## config.mk

```make
export PLATFORM = sky130hd
export DESIGN_NAME = door_sequencer_flat
export DESIGN_NICKNAME = d
export VERILOG_FILES = /design/src/rtl/door_pkg.sv /design/src/rtl/door_sequencer_if.sv /design/src/rtl/door_open_request.sv /design/src/rtl/door_sequencer.sv /design/src/flat_wrapper.sv
export SDC_FILE = /design/constraint.sdc
export NUM_CORES = 1
export LEC_CHECK = 0
export CAP_MARGIN = 10
export CELL_PAD_IN_SITES_DETAIL_PLACEMENT = 0
export CELL_PAD_IN_SITES_GLOBAL_PLACEMENT = 1
export CORE_ASPECT_RATIO = 1.25
export CORE_UTILIZATION = 25
export DETAILED_ROUTE_END_ITERATION = 10
export DONT_BUFFER_PORTS = 1
export PLACE_DENSITY_LB_ADDON = 0.1
export SETUP_SLACK_MARGIN = 0.02
export SYNTH_ARGS = -nofsm -noshare
export SYNTH_HDL_FRONTEND = slang
export SYNTH_SLANG_ARGS = --single-unit
```

## constraint.sdc

```tcl
create_clock -name clk -period 2.4 [get_ports clk]
set_input_delay 0.36 -clock clk [delete_from_list [all_inputs] [get_ports clk]]
set_output_delay 0.36 -clock clk [all_outputs]
set_load 0.02 [all_outputs]
```

## src/rtl/door_pkg.sv

```systemverilog
// Shared types and widths for the door sequencer: state codes, state width
// and the width of the open-operation counter.
package door_pkg;

    localparam int STATE_W    = 3;
    localparam int OPEN_CNT_W = 16;

    typedef enum logic [STATE_W-1:0] {
        ST_CLOSED    = 3'd0,
        ST_OPENING   = 3'd1,
        ST_OPEN_HOLD = 3'd2,
        ST_CLOSING   = 3'd3,
        ST_FAULT     = 3'd4
    } state_t;

endpackage

```

## src/rtl/door_sequencer_if.sv

```systemverilog
// Sensor/button inputs and motor/status outputs of the door sequencer.
// The slave side is the sequencer; the master side drives the sensors.
interface door_sequencer_if;
    import door_pkg::*;

    logic                  c;
    logic                  h;
    logic                  p;
    logic                  obstacle;
    logic                  open_lim;
    logic                  closed_lim;
    logic                  fault_clr;
    logic                  motor_open;
    logic                  motor_close;
    logic                  alarm;
    logic [STATE_W-1:0]    state;
    logic [OPEN_CNT_W-1:0] open_cnt;

    modport master (
        output c, h, p, obstacle, open_lim, closed_lim, fault_clr,
        input  motor_open, motor_close, alarm, state, open_cnt
    );

    modport slave (
        input  c, h, p, obstacle, open_lim, closed_lim, fault_clr,
        output motor_open, motor_close, alarm, state, open_cnt
    );

endinterface

```

## src/rtl/door_open_request.sv

```systemverilog
// Combinational open request: a person or the button asks to open,
// unless the lock is engaged.
module door_open_request (
    input  logic i_c,
    input  logic i_h,
    input  logic i_p,
    output logic o_req
);

    assign o_req = ~i_c & (i_h | i_p);

endmodule

```

## src/rtl/door_sequencer.sv

```systemverilog
// Door motor sequencer: open, hold, close, reverse on obstacle/presence,
// motor timeout and limit-switch fault detection, open-operation counter.
module door_sequencer
    import door_pkg::*;
#(
    parameter int HOLD_CYCLES   = 8,
    parameter int MOTOR_TIMEOUT = 16,
    parameter int CNT_W         = 8
) (
    input  logic             clk,
    input  logic             rst_n,
    door_sequencer_if.slave  bus
);

    localparam logic [CNT_W-1:0]      TIMEOUT_LAST = CNT_W'(MOTOR_TIMEOUT - 1);
    localparam logic [CNT_W-1:0]      HOLD_LAST    = CNT_W'(HOLD_CYCLES - 1);
    localparam logic [CNT_W-1:0]      TIMER_ONE    = CNT_W'(1);
    localparam logic [OPEN_CNT_W-1:0] OPEN_ONE     = OPEN_CNT_W'(1);

    logic w_req;
    logic w_presence;
    logic w_rev;
    logic w_lim_fault;
    logic w_hold_restart;
    logic w_count_open;

    state_t                r_state;
    state_t                w_next_state;
    logic [CNT_W-1:0]      r_timer;
    logic [OPEN_CNT_W-1:0] r_open_cnt;
    logic                  r_motor_open;
    logic                  r_motor_close;
    logic                  r_alarm;

    door_open_request u_open_request (
        .i_c   (bus.c),
        .i_h   (bus.h),
        .i_p   (bus.p),
        .o_req (w_req)
    );

    // The lock only gates new requests; reversal while closing ignores it.
    assign w_presence  = bus.h | bus.p;
    assign w_rev       = bus.obstacle | w_presence;
    assign w_lim_fault = bus.open_lim & bus.closed_lim;

    always_comb begin
        w_next_state = r_state;
        case (r_state)
            ST_CLOSED: begin
                if (w_req)
                    w_next_state = ST_OPENING;
            end
            ST_OPENING: begin
                if (bus.open_lim)
                    w_next_state = ST_OPEN_HOLD;
                else if (r_timer == TIMEOUT_LAST)
                    w_next_state = ST_FAULT;
            end
            ST_OPEN_HOLD: begin
                if (!w_presence && r_timer == HOLD_LAST)
                    w_next_state = ST_CLOSING;
            end
            ST_CLOSING: begin
                if (bus.closed_lim)
                    w_next_state = ST_CLOSED;
                else if (w_rev)
                    w_next_state = ST_OPENING;
                else if (r_timer == TIMEOUT_LAST)
                    w_next_state = ST_FAULT;
            end
            ST_FAULT: begin
                if (bus.fault_clr)
                    w_next_state = ST_CLOSING;
            end
            default: w_next_state = ST_FAULT;
        endcase

        // Both limit switches closed at once means a broken sensor.
        if (r_state != ST_FAULT && w_lim_fault)
            w_next_state = ST_FAULT;
    end

    assign w_hold_restart = (r_state == ST_OPEN_HOLD) && w_presence;
    assign w_count_open   = (w_next_state == ST_OPENING) &&
                            (r_state == ST_CLOSED || r_state == ST_CLOSING);

    always_ff @(posedge clk or negedge rst_n) begin
        if (!rst_n) begin
            r_state       <= ST_CLOSED;
            r_timer       <= '0;
            r_open_cnt    <= '0;
            r_motor_open  <= 1'b0;
            r_motor_close <= 1'b0;
            r_alarm       <= 1'b0;
        end else begin
            r_state <= w_next_state;

            if (w_next_state != r_state || w_hold_restart)
                r_timer <= '0;
            else if (r_timer != '1)
                r_timer <= r_timer + TIMER_ONE;

            if (w_count_open)
                r_open_cnt <= r_open_cnt + OPEN_ONE;

            r_motor_open  <= (w_next_state == ST_OPENING);
            r_motor_close <= (w_next_state == ST_CLOSING);
            r_alarm       <= (w_next_state == ST_FAULT);
        end
    end

    assign bus.state       = r_state;
    assign bus.open_cnt    = r_open_cnt;
    assign bus.motor_open  = r_motor_open;
    assign bus.motor_close = r_motor_close;
    assign bus.alarm       = r_alarm;

endmodule
```

## src/flat_wrapper.sv

```systemverilog
// flat-port wrapper written by rule: the top's interface ports become plain ports
module door_sequencer_flat import door_pkg::*;
#(
    parameter int HOLD_CYCLES   = 8,
    parameter int MOTOR_TIMEOUT = 16,
    parameter int CNT_W         = 8
)
  (clk, rst_n, bus_c, bus_h, bus_p, bus_obstacle, bus_open_lim, bus_closed_lim, bus_fault_clr, bus_motor_open, bus_motor_close, bus_alarm, bus_state, bus_open_cnt);
  door_sequencer_if bus_i ();
  input  logic clk;
  input  logic rst_n;
  input wire logic [$bits(bus_i.c)-1:0] bus_c;
  input wire logic [$bits(bus_i.h)-1:0] bus_h;
  input wire logic [$bits(bus_i.p)-1:0] bus_p;
  input wire logic [$bits(bus_i.obstacle)-1:0] bus_obstacle;
  input wire logic [$bits(bus_i.open_lim)-1:0] bus_open_lim;
  input wire logic [$bits(bus_i.closed_lim)-1:0] bus_closed_lim;
  input wire logic [$bits(bus_i.fault_clr)-1:0] bus_fault_clr;
  output wire logic [$bits(bus_i.motor_open)-1:0] bus_motor_open;
  output wire logic [$bits(bus_i.motor_close)-1:0] bus_motor_close;
  output wire logic [$bits(bus_i.alarm)-1:0] bus_alarm;
  output wire logic [$bits(bus_i.state)-1:0] bus_state;
  output wire logic [$bits(bus_i.open_cnt)-1:0] bus_open_cnt;
  assign bus_i.c = bus_c;
  assign bus_i.h = bus_h;
  assign bus_i.p = bus_p;
  assign bus_i.obstacle = bus_obstacle;
  assign bus_i.open_lim = bus_open_lim;
  assign bus_i.closed_lim = bus_closed_lim;
  assign bus_i.fault_clr = bus_fault_clr;
  assign bus_motor_open = bus_i.motor_open;
  assign bus_motor_close = bus_i.motor_close;
  assign bus_alarm = bus_i.alarm;
  assign bus_state = bus_i.state;
  assign bus_open_cnt = bus_i.open_cnt;
  door_sequencer #(.HOLD_CYCLES(HOLD_CYCLES), .MOTOR_TIMEOUT(MOTOR_TIMEOUT), .CNT_W(CNT_W)) u_core (.clk(clk), .rst_n(rst_n), .bus(bus_i));
endmodule
```

Word-level counts from Yosys, hierarchy flattened
Cells that the tools add are included.
{ "classes": {"n_addsub": 2, "mul": 0, "div_mod_pow": 0, "n_lt_le_gt_ge": 0, "n_eq_ne": 12, "n_shift": 0, "n_mux": 11, "bitwise_logic": 5, "reduce_logical": 9} }
{ "ops": {"columns": ["op", "n"], "rows": [
  ["3-bit two-way mux", 8],
  ["16-bit by 1-bit adder with 16-bit output, second input constant", 1],
  ["8-bit two-way mux", 2],
  ["3-bit one-hot mux with 5 select lines", 1],
  ["3-bit by 2-bit equality test with 1-bit output, second input constant", 3],
  ["8-bit by 1-bit adder with 8-bit output, second input constant", 1],
  ["8-bit by 3-bit equality test with 1-bit output, second input constant", 1],
  ["8-bit by 4-bit equality test with 1-bit output, second input constant", 1],
  ["8-bit != test, second input constant", 1],
  ["3-bit by 1-bit equality test with 1-bit output, second input constant", 2],
  ["3-bit equality test, second input constant", 2],
  ["1-bit logical AND", 4],
  ["3-bit zero test", 1],
  ["3-bit != test", 1],
  ["3-bit != test, second input constant", 1],
  ["1-bit AND", 2],
  ["1-bit logical OR", 2],
  ["1-bit OR", 2],
  ["2-bit nonzero test", 1],
  ["1-bit zero test", 1],
  ["1-bit inverter", 1]
]} }
{ "word_totals": {"ff_bits": 30, "latch_bits": 0, "ram_bits": 0, "rom_bits": 0, "input_bits": 9, "output_inout_bits": 22, "elab_cells": 45, "mem_count": 0} }

Longest topological paths before layout
Gate-level depths: netlist of run 1.
{ "depth": {"depth_word": 9, "depth_mapped": 8, "mapped_depth_nobuf": 8} }

Cells and area by module
A second synthesis of run 1 with hierarchy kept.
{ "unflattened": {"hier_cells": 151, "hier_area_um2": 1617.8} }
{ "by_module_without_submodules": {"columns": ["module", "n_inst", "cells_per_inst", "area_each_um2", "seq_area_each_um2"], "rows": [
  ["door_sequencer", 1, 150, 1607.8, 750.7],
  ["door_open_request", 1, 1, 10.0, 0.0]
]} }

Least setup slack after synthesis of run 1
No wires, ideal clock.
{ "synth_path": {"kind": "register to register", "from": "reg u_core.r_timer[4]", "to": "reg u_core.r_open_cnt[1], in the netlist u_core.bus.open_cnt[1]", "setup_time_ns": 0.125, "t_arrival_ns": 2.241, "required_ns": 2.275, "path_slack_ns": 0.034, "path_stages_with_launch": 8, "n_path_buf": 0, "synth_period_minus_slack_ns": 2.366, "path_cell_list": "dfrtp_1 -> or4_4 -> o31a_1 -> a31o_4 -> o211ai_4 -> inv_4 -> and2_4 -> mux2_4"} }
{ "synth_via": {"elab_chain_len": 8, "elab_cells_between_ends": 12, "classes_between": "eq/ne: 3; mux: 7; reduce/logical: 2"} }
{ "synth_rtl": {"columns": ["element", "line_no", "text"], "rows": [
  ["start: declaration", "door_sequencer.sv:29", "logic [CNT_W-1:0] r_timer;"],
  ["start signal: assignment", "door_sequencer.sv:102", "r_timer <= r_timer + TIMER_ONE;"],
  ["8-bit by 4-bit equality test with 1-bit output", "door_sequencer.sv:57, door_sequencer.sv:69", null],
  ["3-bit two-way mux", "door_sequencer.sv:57, door_sequencer.sv:69", null],
  ["3-bit two-way mux", "door_sequencer.sv:67", "else if (w_rev)"],
  ["3-bit two-way mux", "door_sequencer.sv:65", "if (bus.closed_lim)"],
  ["3-bit one-hot mux with 5 select lines (*)", "door_sequencer.sv:49", "case (r_state)"],
  ["3-bit two-way mux (*)", "door_sequencer.sv:80", "if (r_state != ST_FAULT && w_lim_fault)"],
  ["3-bit by 1-bit equality test with 1-bit output (*)", "door_sequencer.sv:85", "assign w_count_open = (w_next_state == ST_OPENING) &&"],
  ["1-bit logical AND (*)", "door_sequencer.sv:85", null],
  ["end signal: assignment", "door_sequencer.sv:105", "r_open_cnt <= r_open_cnt + OPEN_ONE;"],
  ["end: declaration", "door_sequencer.sv:30", "logic [OPEN_CNT_W-1:0] r_open_cnt;"]
]} }
Mark *: on every way between the ends. The rest lies on a longest branch, timed or not.
A chain may end at the register's enable or synchronous reset.

Worst setup path in the final report of run 1
{ "layout_path": {"from": "reg u_core.r_timer[7]", "to": "reg u_core.r_open_cnt[14], in the netlist u_core.bus.open_cnt[14]"} }
The elaborated chain is that of the path after synthesis.

==> run_results.csv, run 1 <==
group,metric,value,unit
placement,dpl_cell_area,0.00187,mm^2
timing,setup-violations-final,0,
global_routing,vias_in_the_first_global_route,1382,
pwr,p_leak,0.978,nW
finish,final_net_count,202,
die,fp.dieArea,0.00690,mm^2
route,via_count_normalized_by_instance_count,4.82,
timing,worstMarginPinSlew,0.469,ns
critical_path,r2r.worst_path.cells,7,
timing,finClkSkew,0.00299,ns
clocking,cts_tree,"yes",
min_path,worst_hold_endpoint,"u_core.bus.state[1]$_DFF_PN0_",
die,design.core.area,0.00625,mm^2
clocking,clock_insertion_delay_worst_skew,0.27,ns
clocking,clock_transition_at_the_register_clock_pins_on_the_worst_setup_and_hold_paths_after_cts,0.06,ns
placement,gp_congestion,0.761,
critical_path,cp-end-kind,"register",
route,drt_pre_antenna_iters,4,
synthesis,synth_cell_types,47,
synthesis,ys_seq_elements,30,
die,die_height,92.6,um
finish,syn_to_final_growth,26.2,%
clocking,cts_max_path_buffers,2,
pwr,vdd_ir_drop_max,0.306,mV
route,drc,0,
route,ant_nets,0,
critical_path,timing.reg2reg.setup_slack,0.009,ns
pwr,design_power_total,1.73,mW
global_routing,largest_net_degree_at_the_start_of_global_routing,31,
timing,grt_setup_unrepaired,"true",
critical_path,cp.required,2.59,ns
min_path,whs_path_depth,3,
timing,final.min_clock_period,2.39,ns
synthesis,synth_largest_type_area_fraction,45.7,%
synthesis,synth_enable_flop_cells,0,
outcome,outcome,"complete, no violations",
synthesis,synth.net_count,175,
critical_path,timing.critical_path.from,"u_core.r_timer[7]$_DFFE_PN0P_",
synthesis,synth-async-reset-ratio,100,%
route,post_drt_wl_per_cell,14.4,um
finish,finish.utilization,33.2,%
placement,dp_hpwl,3020,um
pwr,total_power_per_unit_cell_area,834,mW/mm^2
min_path,hold_start,"bus_closed_lim",
global_routing,grtUsageTotal,12.6,%
run,cap_violations,0,
critical_path,worstReg2RegStart,"u_core.r_timer[7]$_DFFE_PN0P_",
route,via_count,1330,
clocking,root_buffer,"sky130_fd_sc_hd__clkbuf_8",
timing,slew_headroom,68.3,%
clocking,cts-htree-levels,2,
synthesis,syn_inst,164,
route,drt_iter0_drc,31,
route,drt-total-wl,3960,um
critical_path,crit_path_start_kind,"register",
global_routing,antenna_found_initial,0,
die,io-pin-count,31,
synthesis,synth_top_cell_by_area,"sky130_fd_sc_hd__dfrtp_1",
finish,drive_above_1_share,25.7,%
die,floorplan.die.width,74.5,um
synthesis,ys_dominant_reg_cell,"sky130_fd_sc_hd__dfrtp_1",
finish,layout.cells.most_common_list,"sky130_fd_sc_hd__dfrtp_1 (30), sky130_fd_sc_hd__buf_4 (21), sky130_fd_sc_hd__nor2_1 (18)",
clocking,cts_num_sinks,30,
global_routing,first_pass_grt_wire_length,6490,um
critical_path,largest_driver_fanout_on_the_critical_path,6,
critical_path,reg2reg_to,"u_core.bus.open_cnt[14]$_DFFE_PN0P_",
timing,hold_ws,0.485,ns
min_path,worstHoldPathType,"in2reg",
clocking,cts_made_buffers,5,
finish,antenna-diode-count,0,
timing,final_number_of_hold_violating_endpoints,0,
critical_path,timing.setup.critical_path_class,"reg2reg",
finish,final_design_area_no_fill,0.00207,mm^2
synthesis,synth.yosys.warnings,0,
finish,mostFrequentLayoutCell,"sky130_fd_sc_hd__dfrtp_1",
critical_path,worstPathArrival,2.58,ns
synthesis,yosysSeqAreaShare,45.7,%
global_routing,grt_remaining_overflow,0,
timing,finalCritPeriodShare,99.6,%
timing,final-max-slew-violation-count,0,
synthesis,syn-cell-area,0.00164,mm^2
die,initial_utilization,26.3,%
die,std_cell_rows,32,
synthesis,synth_area_leaders,"sky130_fd_sc_hd__dfrtp_1 (46%), sky130_fd_sc_hd__xor2_1 (6.9%), sky130_fd_sc_hd__nor2_1 (4.1%)",
synthesis,syn_area_cell,10.0,um^2
timing,max_clock_freq,0.418,GHz
placement,io_buffer_count,0,
## per-layer routing
metal | vias to the layer above | share of wire, % | global-route usage (%)
li1 | 640 | - | -
met1 | 642 | 42 | 15.2
met2 | 42 | 48 | 20.0
met3 | 6 | 7.9 | 4.68
met4 | 0 | 1.8 | 4.87
met5 | - | 0 | 0
## worst max-delay path, cell delays in order, from the launching register on
cell and delay, ns:
sky130_fd_sc_hd__dfrtp_1 0.38, sky130_fd_sc_hd__or4_4 0.56, sky130_fd_sc_hd__o211a_4 0.26, sky130_fd_sc_hd__nor4_4 0.23
sky130_fd_sc_hd__buf_4 0.18, sky130_fd_sc_hd__o211ai_4 0.11, sky130_fd_sc_hd__nor4_1 0.40, sky130_fd_sc_hd__xnor2_1 0.17
## timing repair
action,CTS,global route
gates cloned,0,0
pin swaps,2,5
endpoints found under the setup margin,7,13
hold buffers,2,0
setup buffers,1,2
hold endpoints to repair,30,0
resized for setup,2,11
## area by class of cell
| cell class | count | area [um^2] |
|---|---|---|
| well taps | 85 | 106 |
| clock buffers | 7 | 76.3 |
| repair buffers | 23 | 188 |
| multi-input cells | 125 | 927 |
| inverters | 6 | 25.0 |
| flip-flops and latches | 30 | 751 |
| fillers | 675 | 4170 |
## cell usage after synthesis (all sizes together), types with 4 or more instances
| cell | instances |
|---|---|
| xnor2 | 4 |
| nor2 | 18 |
| and3 | 5 |
| o21ai | 4 |
| nand2 | 11 |
| nand3 | 8 |
| dfrtp | 30 |
| a21oi | 6 |
| a211oi | 4 |
| nor4 | 4 |
| xor2 | 13 |
| inv | 6 |
| nor3 | 7 |
| and2 | 5 |
## where the power goes
part           switching (mW)  internal [mW]  total [mW]  leakage, nW
Sequential              0.121          0.576       0.698        0.397
Clock                   0.167          0.199       0.366       0.0383
Combinational           0.373          0.292       0.665        0.543
Total                   0.661           1.07        1.73        0.978
## metrics by stage
step	TNS (ns)	setup slack, ns	instances
4_1_cts	0	0.00798	274
3_5_place_dp	-0.0398	-0.0212	264
3_3_place_gp	0	0.00385	264
5_1_grt	-0.362	-0.0788	276
2_1_floorplan	0	0.0341	164
6_report	0	0.00939	276
## flip-flops by register name (all words and copies together) (netlist names)
register	flops
u_core.bus.state	3
u_core.bus.motor_open	1
u_core.bus.alarm	1
u_core.bus.open_cnt	16
u_core.bus.motor_close	1
u_core.r_timer	8
## worst max path at each step
stage	endpoint	slack [ns]	cells after the start
2_1_floorplan	u_core.bus.open_cnt[1]$_DFFE_PN0P_	0.03	7
3_5_place_dp	u_core.bus.open_cnt[15]$_DFFE_PN0P_	-0.02	6
6_report	u_core.bus.open_cnt[14]$_DFFE_PN0P_	0.009	7
4_1_cts	u_core.bus.open_cnt[14]$_DFFE_PN0P_	0.008	7
5_1_grt	u_core.bus.open_cnt[6]$_DFFE_PN0P_	-0.08	8
3_3_place_gp	u_core.bus.open_cnt[15]$_DFFE_PN0P_	0.004	6
## cell families after synthesis
group / share of synthesized area, %
AOI/OAI and AO/OA: 12.7
xor gates and xnor gates: 9.06
adders and majority gates: 1.52
buffers and inverters: 2.36
DFF: 45.7
muxes: 2.13
and+or+nand+nor: 26.5
No activity file was read; power rests on OpenSTA's default activity.
==> run 2, diff against run 1 <==
--- a/config.mk
+++ b/config.mk
@@ -12,7 +12,7 @@
 export CORE_UTILIZATION = 25
 export DETAILED_ROUTE_END_ITERATION = 10
 export DONT_BUFFER_PORTS = 1
-export PLACE_DENSITY_LB_ADDON = 0.1
+export PLACE_DENSITY = 0.6
 export SETUP_SLACK_MARGIN = 0.02
 export SYNTH_ARGS = -nofsm -noshare
 export SYNTH_HDL_FRONTEND = slang
==> run 2 against run 1 <==
Against the previous run:
- worst setup slack improved by 0.015 ns
- clock power rose by 78%
- cell area rose by 2.5%
- die area did not move
- cell count did not move
- critical path depth rose by 1
- maximum frequency rose by 0.64%
- largest cell class unchanged
- highest routed layer unchanged
==> run_results.csv, run 2 (synthesis gave the netlist of run 1 again) <==
group,metric,value,unit
placement,dp_hpwl,2930,um
route,drc,0,
timing,setup-violations-final,0,
timing,finClkSkew,0.00648,ns
timing,max_clock_freq,0.421,GHz
critical_path,worstPathArrival,2.54,ns
clocking,root_buffer,"sky130_fd_sc_hd__clkbuf_8",
timing,final.min_clock_period,2.38,ns
run,cap_violations,0,
critical_path,timing.setup.critical_path_class,"reg2reg",
timing,final_number_of_hold_violating_endpoints,0,
global_routing,largest_net_degree_at_the_start_of_global_routing,31,
finish,layout.cells.most_common_list,"sky130_fd_sc_hd__dfrtp_1 (30), sky130_fd_sc_hd__buf_4 (19), sky130_fd_sc_hd__nor2_1 (18)",
pwr,total_power_per_unit_cell_area,950,mW/mm^2
min_path,worstHoldPathType,"in2reg",
global_routing,grtUsageTotal,12.9,%
global_routing,antenna_found_initial,0,
finish,mostFrequentLayoutCell,"sky130_fd_sc_hd__dfrtp_1",
finish,final_net_count,201,
timing,final-max-slew-violation-count,0,
finish,layout.cells.non_filler,276,
critical_path,cp-end-kind,"register",
route,drt_iter0_drc,36,
pwr,p_leak,0.974,nW
critical_path,cp.required,2.57,ns
finish,syn_to_final_growth,29.4,%
global_routing,first_pass_grt_wire_length,6710,um
timing,postLayoutSetupSlackWorst,0.0245,ns
route,ant_nets,0,
critical_path,largest_driver_fanout_on_the_critical_path,6,
die,design.core.area,0.00625,mm^2
pwr,vdd_ir_drop_max,0.497,mV
critical_path,cpMaxStageDelayCell,"sky130_fd_sc_hd__or4_4",
placement,io_buffer_count,0,
placement,detailedPlace.worstSlack,0.0162,ns
die,fp.dieArea,0.00690,mm^2
global_routing,grt_remaining_overflow,0,
outcome,outcome,"complete, no violations",
route,via_count_normalized_by_instance_count,4.84,
clocking,cts_tree,"yes",
finish,largest_register_ffs,16,
timing,finalCritPeriodShare,99.0,%
timing,grt_setup_unrepaired,"true",
clocking,cts_max_path_buffers,2,
finish,drive_above_1_share,25.7,%
critical_path,critical-path-max-stage-delay,0.56,ns
clocking,clock_insertion_delay_worst_skew,0.29,ns
finish,antenna-diode-count,0,
clocking,cts_made_buffers,5,
route,post_drt_wl_per_cell,14.7,um
clocking,cts-htree-levels,2,
critical_path,worst-path-buf-inv,2,
critical_path,crit_path_start_kind,"register",
timing,fin_tns_setup,0,ns
timing,slew_headroom,62.2,%
die,floorplan.die.width,74.5,um
die,std_cell_rows,32,
die,die_height,92.6,um
placement,place_inst,263,
critical_path,critical_path.cell_chain,"or4_4 -> o211a_4 -> nor4_4 -> buf_4 -> o211ai_4 -> buf_6 -> nor4_4 -> xnor2_1",
critical_path,critPathTopFamily,"simple AND/OR/NAND/NOR gates",
finish,layout.filler_cells,668,
clocking,clock_transition_at_the_register_clock_pins_on_the_worst_setup_and_hold_paths_after_cts,0.07,ns
clocking,cts_num_sinks,30,
placement,gp_congestion,0.818,
timing,worstMarginPinSlew,0.559,ns
die,io-pin-count,31,
critical_path,crit_path_frequent_cell,"sky130_fd_sc_hd__nor4_4",
route,drt_pre_antenna_iters,4,
pwr,design_power_total,2.02,mW
route,via_count,1335,
global_routing,vias_in_the_first_global_route,1387,
die,initial_utilization,26.3,%
finish,finish.utilization,34.0,%
route,drt-total-wl,4060,um
run 2: final cells by class:
| class | count | area (um^2) | share of cell area [%] |
|---|---|---|---|
| clock inverters | 2 | 60.1 | 2.83 |
| flip-flops and latches | 30 | 751 | 35.3 |
| well taps | 85 | 106 | 5.00 |
| inverters | 6 | 25.0 | 1.18 |
| multi-input cells | 125 | 917 | 43.1 |
| repair buffers | 22 | 184 | 8.65 |
| clock buffers | 6 | 82.6 | 3.88 |
run 2: repair_timing:
action                     4_1_cts  5_1_grt
gates resized for setup          1       11
pin swaps                        0        6
hold endpoints to repair        30        0
buffers inserted                 0        3
setup endpoints to repair        1       13
hold buffers                     2        0
run 2: per-stage QoR:
| stage | instance area (um^2) | hold WS (ns) |
|---|---|---|
| CTS | 2040 | 0.438 |
| global placement | 1860 | 0.0652 |
| detailed placement | 1860 | 0.0653 |
| global route | 2130 | 0.465 |
| finish | 2130 | 0.449 |
| floorplan | 1640 | 0.0644 |
run 2: power breakdown:
part | switching (mW) | internal (mW)
Clock | 0.207 | 0.443
Combinational | 0.366 | 0.303
Sequential | 0.125 | 0.576
Total | 0.698 | 1.32
run 2: worst reg2reg max path: cells and delay by family, from the launching register on:
family	cells	cell delay (ns)
flip-flops	1	0.39
buffers and inverters	2	0.34
AND/OR/NAND/NOR	3	1.08
AO/OA/AOI/OAI	2	0.35
XOR/XNOR	1	0.10
run 2: worst paths after layout:
path / start / to / slack [ns] / cells after the start
min reg2reg: u_core.r_timer[1]$_DFFE_PN0P_ / u_core.r_timer[1]$_DFFE_PN0P_ / 0.56 / 2
max in group asynchronous: rst_n / u_core.bus.open_cnt[2]$_DFFE_PN0P_ / 1.70 / 2
max reg2reg: u_core.r_timer[7]$_DFFE_PN0P_ / u_core.bus.open_cnt[14]$_DFFE_PN0P_ / 0.02 / 8
max: u_core.r_timer[7]$_DFFE_PN0P_ / u_core.bus.open_cnt[14]$_DFFE_PN0P_ / 0.02 / 8
min in group asynchronous: rst_n / u_core.bus.open_cnt[7]$_DFFE_PN0P_ / 0.53 / 2
min: bus_closed_lim / u_core.bus.state[1]$_DFF_PN0_ / 0.45 / 3
run 2: per-layer routing:
metal	global-route usage [%]	vias to the layer above	part of all wire [%]
li1	-	640	-
met1	16.0	658	42
met2	20.3	30	51
met3	3.92	7	4.8
met4	5.35	0	1.9
met5	0	-	0
==> run 3, diff against run 2 <==
--- a/config.mk
+++ b/config.mk
@@ -9,6 +9,7 @@
 export CELL_PAD_IN_SITES_DETAIL_PLACEMENT = 0
 export CELL_PAD_IN_SITES_GLOBAL_PLACEMENT = 1
 export CORE_ASPECT_RATIO = 1.25
+export CORE_MARGIN = 10
 export CORE_UTILIZATION = 25
 export DETAILED_ROUTE_END_ITERATION = 10
 export DONT_BUFFER_PORTS = 1
==> run 3 against run 2 <==
Against the previous run:
- via count down 0.97%
- largest power group unchanged
- die area up 48%
- sequential power about the same
- core utilization up 0.18 points
==> run_results.csv, run 3 (synthesis gave the netlist of run 1 again) <==
group,metric,value,unit
outcome,outcome,"complete, no violations",
finish,layout.filler_cells,672,
clocking,clock_insertion_delay_worst_skew,0.29,ns
global_routing,largest_net_degree_at_the_start_of_global_routing,31,
critical_path,cp-end-kind,"register",
finish,drive_above_1_share,29.0,%
timing,final_number_of_hold_violating_endpoints,0,
route,via_count,1322,
global_routing,antenna_found_initial,0,
clocking,cts_num_sinks,30,
die,fp.dieArea,0.0102,mm^2
pwr,total_power_per_unit_cell_area,850,mW/mm^2
placement,place_inst,265,
die,design.core.area,0.00629,mm^2
route,ant_nets,0,
clocking,root_buffer,"sky130_fd_sc_hd__clkbuf_8",
timing,slew_headroom,62.3,%
finish,largest_register_ffs,16,
timing,max_clock_freq,0.421,GHz
min_path,worstHoldPathType,"in2reg",
pwr,p_leak,1.02,nW
critical_path,worstPathArrival,2.55,ns
route,drt_pre_antenna_iters,4,
die,die_height,111,um
die,floorplan.die.width,92.5,um
clocking,cts_tree,"yes",
clocking,cts_max_path_buffers,2,
timing,worstMarginPinSlew,0.564,ns
global_routing,first_pass_grt_wire_length,7090,um
timing,fin_tns_setup,0,ns
pwr,vdd_ir_drop_max,0.423,mV
timing,hold_ws,0.471,ns
route,via_count_normalized_by_instance_count,4.76,
finish,layout.cells.most_common_list,"sky130_fd_sc_hd__dfrtp_1 (30), sky130_fd_sc_hd__buf_4 (20), sky130_fd_sc_hd__nor2_1 (18)",
global_routing,grtUsageTotal,8.52,%
die,std_cell_rows,32,
timing,grt_setup_unrepaired,"true",
route,post_drt_wl_per_cell,15.4,um
finish,mostFrequentLayoutCell,"sky130_fd_sc_hd__dfrtp_1",
die,initial_utilization,26.1,%
global_routing,grt_remaining_overflow,0,
placement,io_buffer_count,0,
clocking,clock_transition_at_the_register_clock_pins_on_the_worst_setup_and_hold_paths_after_cts,0.06,ns
route,drt-total-wl,4290,um
critical_path,cp.required,2.57,ns
placement,gp_congestion,0.793,
clocking,cts-htree-levels,2,
finish,antenna-diode-count,0,
finish,finish.utilization,34.2,%
critical_path,crit_path_start_kind,"register",
finish,layout.cells.non_filler,278,
critical_path,largest_driver_fanout_on_the_critical_path,5,
clocking,cts_made_buffers,5,
global_routing,vias_in_the_first_global_route,1319,
die,io-pin-count,31,
route,drt_iter0_drc,83,
timing,finalCritPeriodShare,99.1,%
finish,syn_to_final_growth,30.9,%
timing,final.min_clock_period,2.38,ns
timing,finClkSkew,0.00517,ns
timing,final-max-slew-violation-count,0,
finish,final_net_count,203,
critical_path,timing.setup.critical_path_class,"reg2reg",
route,drc,0,
run,cap_violations,0,
placement,dp_hpwl,3210,um
timing,setup-violations-final,0,
[run 3: final timing paths]
path	from	to	slack, ns	cells after the start
setup / recovery	u_core.r_timer[5]$_DFFE_PN0P_	u_core.bus.open_cnt[1]$_DFFE_PN0P_	0.02	8
max in group asynchronous	rst_n	u_core.bus.open_cnt[11]$_DFFE_PN0P_	1.71	2
setup reg to reg	u_core.r_timer[5]$_DFFE_PN0P_	u_core.bus.open_cnt[1]$_DFFE_PN0P_	0.02	8
hold reg to reg	u_core.r_timer[1]$_DFFE_PN0P_	u_core.r_timer[1]$_DFFE_PN0P_	0.55	2
min in group asynchronous	rst_n	u_core.bus.alarm$_DFF_PN0_	0.51	2
hold / removal	bus_closed_lim	u_core.bus.state[1]$_DFF_PN0_	0.47	3
[run 3: area by class of cell]
| class | instances | area, um^2 | area share [%] |
|---|---|---|---|
| clock buffers | 6 | 82.6 | 3.84 |
| clock inverters | 2 | 12.5 | 0.582 |
| inverters | 6 | 25.0 | 1.16 |
| multi-input cells | 125 | 962 | 44.7 |
| flip-flops and latches | 30 | 751 | 34.9 |
| well taps | 85 | 106 | 4.94 |
| repair buffers | 24 | 211 | 9.83 |
[run 3: through the flow]
step / power (mW) / setup WS (ns) / cell area (um^2)
3_3_place_gp: 1.33 / 0.0786 / 1890
2_1_floorplan: 1.11 / 0.0341 / 1640
3_5_place_dp: 1.32 / 0.0591 / 1890
5_1_grt: 1.95 / -0.0210 / 2150
6_report: 1.83 / 0.0224 / 2150
4_1_cts: 1.78 / 0.0491 / 2020
[run 3: report_power, final]
part / internal (mW) / switching, mW
clock network: 0.230 / 0.203
logic: 0.299 / 0.396
registers: 0.576 / 0.126
total: 1.11 / 0.724
[run 3: critical path: stages (launching register included)]
cell and delay (ns):
sky130_fd_sc_hd__dfrtp_1 0.37, sky130_fd_sc_hd__or4_4 0.55, sky130_fd_sc_hd__o211a_4 0.26, sky130_fd_sc_hd__nor4_4 0.26, sky130_fd_sc_hd__buf_4 0.18, sky130_fd_sc_hd__o211ai_4 0.11, sky130_fd_sc_hd__inv_4 0.09, sky130_fd_sc_hd__and2_4 0.15
sky130_fd_sc_hd__mux2_4 0.29
[run 3: timing repair]
action,in CTS,in global routing
endpoints found under the setup margin,0,15
buffers inserted,0,3
endpoints found under the hold margin,30,0
gates resized for setup,0,20
hold buffers,2,0
[run 3: routing by layer]
metal	track usage, %	part of all wire [%]
met1	10.7	42
met2	12.9	49
met3	3.45	6.8
met4	2.77	1.4
met5	0	0
